<file path="src/rtl/queue_2x55.sv">
// Two-entry, 55-bit FIFO built on a single ram_2x55 storage macro.
// Define QUEUE_2X55_FLOW_EN to let a beat bypass storage when the queue is empty.

module ram_2x55 (
    input  logic        W0_clk,
    input  logic        W0_en,
    input  logic        W0_addr,
    input  logic [54:0] W0_data,
    input  logic        R0_clk,
    input  logic        R0_en,
    input  logic        R0_addr,
    output logic [54:0] R0_data
);
    logic [54:0] mem [0:1];
    // The read is combinational, so the read clock is only carried for port compatibility.
    logic unused_r0_clk;

    assign unused_r0_clk = R0_clk;

    always_ff @(posedge W0_clk) begin
        if (W0_en) begin
            mem[W0_addr] <= W0_data;
        end
    end

    assign R0_data = R0_en ? mem[R0_addr] : '0;
endmodule

module queue_2x55 #(
    parameter int WIDTH = 55,
    parameter int DEPTH = 2
) (
    input  logic             clock,
    input  logic             reset,
    input  logic             io_enq_valid,
    input  logic [WIDTH-1:0] io_enq_bits,
    output logic             io_enq_ready,
    output logic             io_deq_valid,
    output logic [WIDTH-1:0] io_deq_bits,
    input  logic             io_deq_ready,
    output logic [1:0]       io_count
);
    localparam int PTR_W = $clog2(DEPTH);

    logic [PTR_W-1:0] enq_ptr;
    logic [PTR_W-1:0] deq_ptr;
    logic             maybe_full;
    logic             ptr_match;
    logic             empty;
    logic             full;
    logic             do_enq;
    logic             do_deq;
    logic [WIDTH-1:0] ram_rdata;

    assign ptr_match = (enq_ptr == deq_ptr);
    assign empty     = ptr_match & ~maybe_full;
    assign full      = ptr_match & maybe_full;

    assign io_enq_ready = ~full;
    assign io_count     = {full, enq_ptr ^ deq_ptr};

`ifdef QUEUE_2X55_FLOW_EN
    // An empty queue forwards the producer beat straight through; if it is
    // consumed in the same cycle nothing is stored and no state moves.
    assign io_deq_valid = ~empty | io_enq_valid;
    assign io_deq_bits  = empty ? io_enq_bits : ram_rdata;
    assign do_enq       = io_enq_ready & io_enq_valid & ~(empty & io_deq_ready);
    assign do_deq       = io_deq_ready & io_deq_valid & ~empty;
`else
    assign io_deq_valid = ~empty;
    assign io_deq_bits  = ram_rdata;
    assign do_enq       = io_enq_ready & io_enq_valid;
    assign do_deq       = io_deq_ready & io_deq_valid;
`endif

    ram_2x55 ram (
        .W0_clk  (clock),
        .W0_en   (do_enq),
        .W0_addr (enq_ptr),
        .W0_data (io_enq_bits),
        .R0_clk  (clock),
        .R0_en   (1'b1),
        .R0_addr (deq_ptr),
        .R0_data (ram_rdata)
    );

    always_ff @(posedge clock or posedge reset) begin
        if (reset) begin
            enq_ptr    <= '0;
            deq_ptr    <= '0;
            maybe_full <= 1'b0;
        end else begin
            if (do_enq) begin
                enq_ptr <= enq_ptr + 1'b1;
            end
            if (do_deq) begin
                deq_ptr <= deq_ptr + 1'b1;
            end
            if (do_enq != do_deq) begin
                maybe_full <= do_enq;
            end
        end
    end
endmodule

</file>
<file path="config.mk">
export PLATFORM = sky130hd
export DESIGN_NAME = queue_2x55
export DESIGN_NICKNAME = d
export VERILOG_FILES = /design/src/rtl/queue_2x55.sv
export SDC_FILE = /design/constraint.sdc
export NUM_CORES = 1
export LEC_CHECK = 0
export BUFFER_PORTS_ARGS = -buffer_cell sky130_fd_sc_hd__buf_2
export CORE_ASPECT_RATIO = 1.75
export CORE_MARGIN = 4
export CORE_UTILIZATION = 55
export CTS_BUF_LIST = sky130_fd_sc_hd__clkbuf_8
export CTS_CLUSTER_SIZE = 14
export DETAILED_ROUTE_END_ITERATION = 10
export PLACE_DENSITY = 0.83
export SLEW_MARGIN = 20
export SYNTH_ARGS = -nofsm -noshare
export SYNTH_HDL_FRONTEND = slang
export SYNTH_HIERARCHICAL = 1
export SYNTH_SLANG_ARGS = --single-unit
</file>
<file path="constraint.sdc">
create_clock -name clock -period 4.25 [get_ports clock]
set_clock_uncertainty 0.05 [all_clocks]
set_input_delay 1.0625 -clock clock [delete_from_list [all_inputs] [get_ports clock]]
set_output_delay 1.0625 -clock clock [all_outputs]
set_load 0.005 [all_outputs]
</file>
* Word-level counts from Yosys, hierarchy flattened
Memories as Yosys holds them, arrays and structs flattened.
Index checks and enable logic that the tools add are counted.
** Cells by class
- Muxes and demuxes :: 2
- Bitwise logic cells :: 8
- Add/subtract/negate cells :: 2
- Equal/unequal tests :: 2
** Operators by type and width (number)
- 1-bit AND :: 4
- 1-bit NOT :: 3
- 1-bit adder, second input constant :: 2
- 1-bit two-way mux :: 2
- 1-bit equality test :: 1
- 1-bit inequality test :: 1
- 1-bit XOR :: 1
** Word-level totals
- Output and inout bits :: 59
- Word-level logic and storage cells :: 18
- Memories kept :: 1
- Memory bits (writable) :: 110
- Bits in registers :: 3
- Input bits :: 59
** Memory list
- ram.mem :: words 2, width 55, read ports 1, clocked after Yosys merged registers in 0, wr ports 1, RTL line 14 : logic [54:0] mem [0:1];

* Depth between registers and ports, before layout
- Depth in word-level cells :: 6
- Gate-level depth with buffers :: 4
- Mapped depth without buffers :: 3

* Hierarchy
Netlist, hierarchy kept.
** Modules (own cells, without submodules)
- ram_2x55 :: area each 4345.4 sq um, cells an instance 234, instances 1
- queue_2x55 :: area each 226.5 sq um, cells an instance 23, instances 1

* Worst setup path before layout
No wires, ideal clock.
- Kind :: input-to-reg
- From :: in io_enq_valid
- To :: mem ram.mem[0][0], enable pin
- Stages on the path :: 2
- Slack :: 0.039 ns
- Arrival time :: 3.687 ns
- Setup time :: 0.474 ns
- Cell sequence :: a21boi_1 > nor2b_1
** Between the ends
- Longest elaborated chain between the ends :: 3
** RTL lines
- start: declaration :: RTL line 35 : input logic io_enq_valid,
- 1-bit AND :: RTL line 72 : assign do_enq = io_enq_ready & io_enq_valid;
- 1-bit two-way mux :: RTL line 21 : if (W0_en) begin
- 1-bit two-way mux (implied by the code) :: RTL line 22 : mem[W0_addr] <= W0_data;
- end: declaration :: RTL line 14
Every way passes these cells.

* Final worst setup path
- From :: reg deq_ptr
- To :: out io_deq_bits[34]
** Between the ends
- Longest elaborated chain between the ends :: 1
** RTL lines
- start: declaration :: RTL line 46 : logic [PTR_W-1:0] deq_ptr;
- start signal: assignment :: RTL line 97 : deq_ptr <= deq_ptr + 1'b1;
- memory read 2 x 55 bit
- end: declaration :: RTL line 39 : output logic [WIDTH-1:0] io_deq_bits,
Every way passes these cells.

==> qor.txt <==
Share of the synthesized area in the top cell type - 0.722
Cell taking the most area after synthesis - edfxtp_1
RePlAce Congestion - 0.716
Die height - 129 µm
Leakage power - 0.00227 µW
Number of CTS-inserted buffers - 17
Final Cell Area - 5600 µm²
Final Power - 3680 µW
Average wire per standard cell - 16.4 µm
Initial antenna violation count - 1
PortBufs - 117
Netlist cell types - 24
Fin. max-slew vios - 0
Worst Path Required - 3.14 ns
Die area - 9890 µm²
Most area-consuming cells after synthesis - edfxtp_1 (72%), mux2i_1 (12%), nor2b_1 (7.9%)
Delay-heaviest family, CP - flip-flops
Worst Max-Slew Pin Slew - 0.781 ns
Max clock buf depth - 2
Crit-path cells - buf_4, mux2i_1, nor2b_1, buf_2
Synth Warn # - 6
Clk Latency, worst-skew pair - 0.42 ns
Asr flop ratio synth - 0.0265
Layout cells sized above 1 - 0.387
Ys flop type - edfxtp_1
Final hold vios - 0
Cells after synthesis - 257
Main combinational cell family by area after synthesis - multiplexers
Worst path slowest cell - dfrtp_4
First-pass GRT wire length - 12.0 mm
Status - complete, no violations
FILL cells - 534
Seq cells post-synth - 113
Area after DPL - 5170 µm²
Drt first pass iters - 4
Synthesized area - 4570 µm²
Post-Synth XOR/XNOR Area - 0.00712
Peak supply drop - 396 µV
H-tree depth - 4
Vias - 2488
Post-Syn Nets - 316
PwrDens - 656 nW/µm²
CP max stage delay - 0.92 ns
Worst min path class - in -> async
Pin count of the biggest net entering global routing - 56
Final setup TNS - 0 ns
Die width - 76.9 µm
Vias in the first global route - 2558
Post-synthesis compound-gate area fraction - 0.00876
Worst Setup Start Kind - register
WP data arrival - 2.25 ns
Synth top cells by count - edfxtp_1 (110), nor2b_1 (58), mux2i_1 (55), buf_12 (5), clkbuf_1 (5)
Resized Gates After CTS - 0
NumNets Final - 441
Gr ovfl total - 0
CTS Hold Bufs - 0
Final setup margin - 0.888 ns
Layout Cells excl Fill - 485
Register area - 3380 µm²
Clk slew on worst S/H paths - 0.06 ns
RSZ-0062 raised after global routing - no
Core area - 8020 µm²
CP endpoint kind - output port
Fraction of synthesized area in multiplexers - 0.120
Multi-input combinational cell area - 1050 µm²
Post-route antenna net violation count - 0
Ant diodes - 0
Worst-path maximum fanout - 47
Synth Area in Adders - 0
TritonCTS clock tree - built
Number of DRC markers in iteration 0 - 113
Clock sink count - 113
Initial Util - 0.570
Count of flip-flops with a built-in enable after synthesis - 110
# DRC - 0
Worst path buffer plus inverter count - 2
Row cnt - 43
Min cycle time layout - 3.36 ns
Detailed Place HPWL - 5.29 mm
Syn avg cell area - 17.8 µm²
Drt total wl - 7.94 mm
Count leader, synth - edfxtp_1
Final Cycle Share - 0.791
DR vias/cell - 5.13
Pre-CTS setup slack - 1.35 ns
Postcts setup bufs - 0
Placed insts - 453
Seq/Total Area, Yosys - 0.739
Kind of critical path - reg -> out
GR Util All Layers - 0.167
Root buffer cell - clkbuf_8
Rel. slew slack - 0.479
Simple-Gate Fraction of Synth Area - 0.0900
Setup violations, final - 0
Max frequency - 297 MHz
I/O pins - 118
Max Cap Viol - 0
P&R area growth vs syn - 22.6%
==> layout by cell type (no fill, tap or decap), types with 2 or more instances in the layout <==
cell type,instances
buf_2,117
buf_4,2
bufinv_16,5
clkbuf_8,17
clkinv_2,6
dfrtp_1,2
edfxtp_1,110
inv_1,4
mux2i_1,55
nand2_1,2
nor2b_1,57
==> state kept, by name, indices dropped and copies added, names as in the netlist <==
signal	count
ram/mem	110
deq_ptr	1
enq_ptr	1
maybe_full	1
==> per-stage QoR <==
stage / util / hold WS (ns)
global route: 0.699 / 0.446
global placement: 0.645 / 0.605
floorplan: - / 0.516
detailed placement: 0.645 / 0.661
CTS: 0.699 / 0.423
finish: 0.699 / 0.448
==> metal layers <==
layer  share of wire  global-route usage  vias up  wire, µm
met5         0.00088                   0        -         7
met4           0.024              0.0864        2       192
met3           0.063              0.0630       20       502
met2            0.57               0.314       84      4550
met1            0.34               0.152     1188      2690
li1                -                   -     1194         -
==> path summary, 6_finish.rpt <==
| kind | from | end | slack (ns) | depth (start not counted) |
|---|---|---|---|---|
| worst max-delay path | deq_ptr | io_deq_bits[34] | 0.89 | 4 |
| worst min-delay path | reset | enq_ptr | 0.45 | 2 |
| worst max register to register | deq_ptr | ram/mem[1][39] | 1.38 | 4 |
| worst min register to register | maybe_full | deq_ptr | 0.68 | 2 |
| max in group asynchronous | reset | deq_ptr | 3.56 | 2 |
| min in group clock | maybe_full | deq_ptr | 0.68 | 2 |
==> kinds of logic (layout without fill, tap and decap cells) <==
group / Yosys count / in the layout
and+or+nand+nor: 66 / 66
other: 1 / 1
muxes: 55 / 55
buffers and inverters: 16 / 154
xor gates and xnor gates: 2 / 2
DFF: 113 / 113
AOI/OAI and AO/OA: 4 / 4
==> layout make-up <==
cell class                 count  area share
clock inverter                15      0.0355
sequential                   113       0.604
multi-input combinational    128       0.187
timing repair buffer         120       0.111
clock buffer                  17      0.0418
inverter                       2     0.00134
tap                           90      0.0201
==> power by group <==
group,leakage (µW),switching [µW],internal [µW]
Sequential,0.00106,182,1560
Combinational,0.000981,429,429
Clock,0.000229,394,684
Total,0.00227,1010,2670
Power figures use the tool's default switching activity.
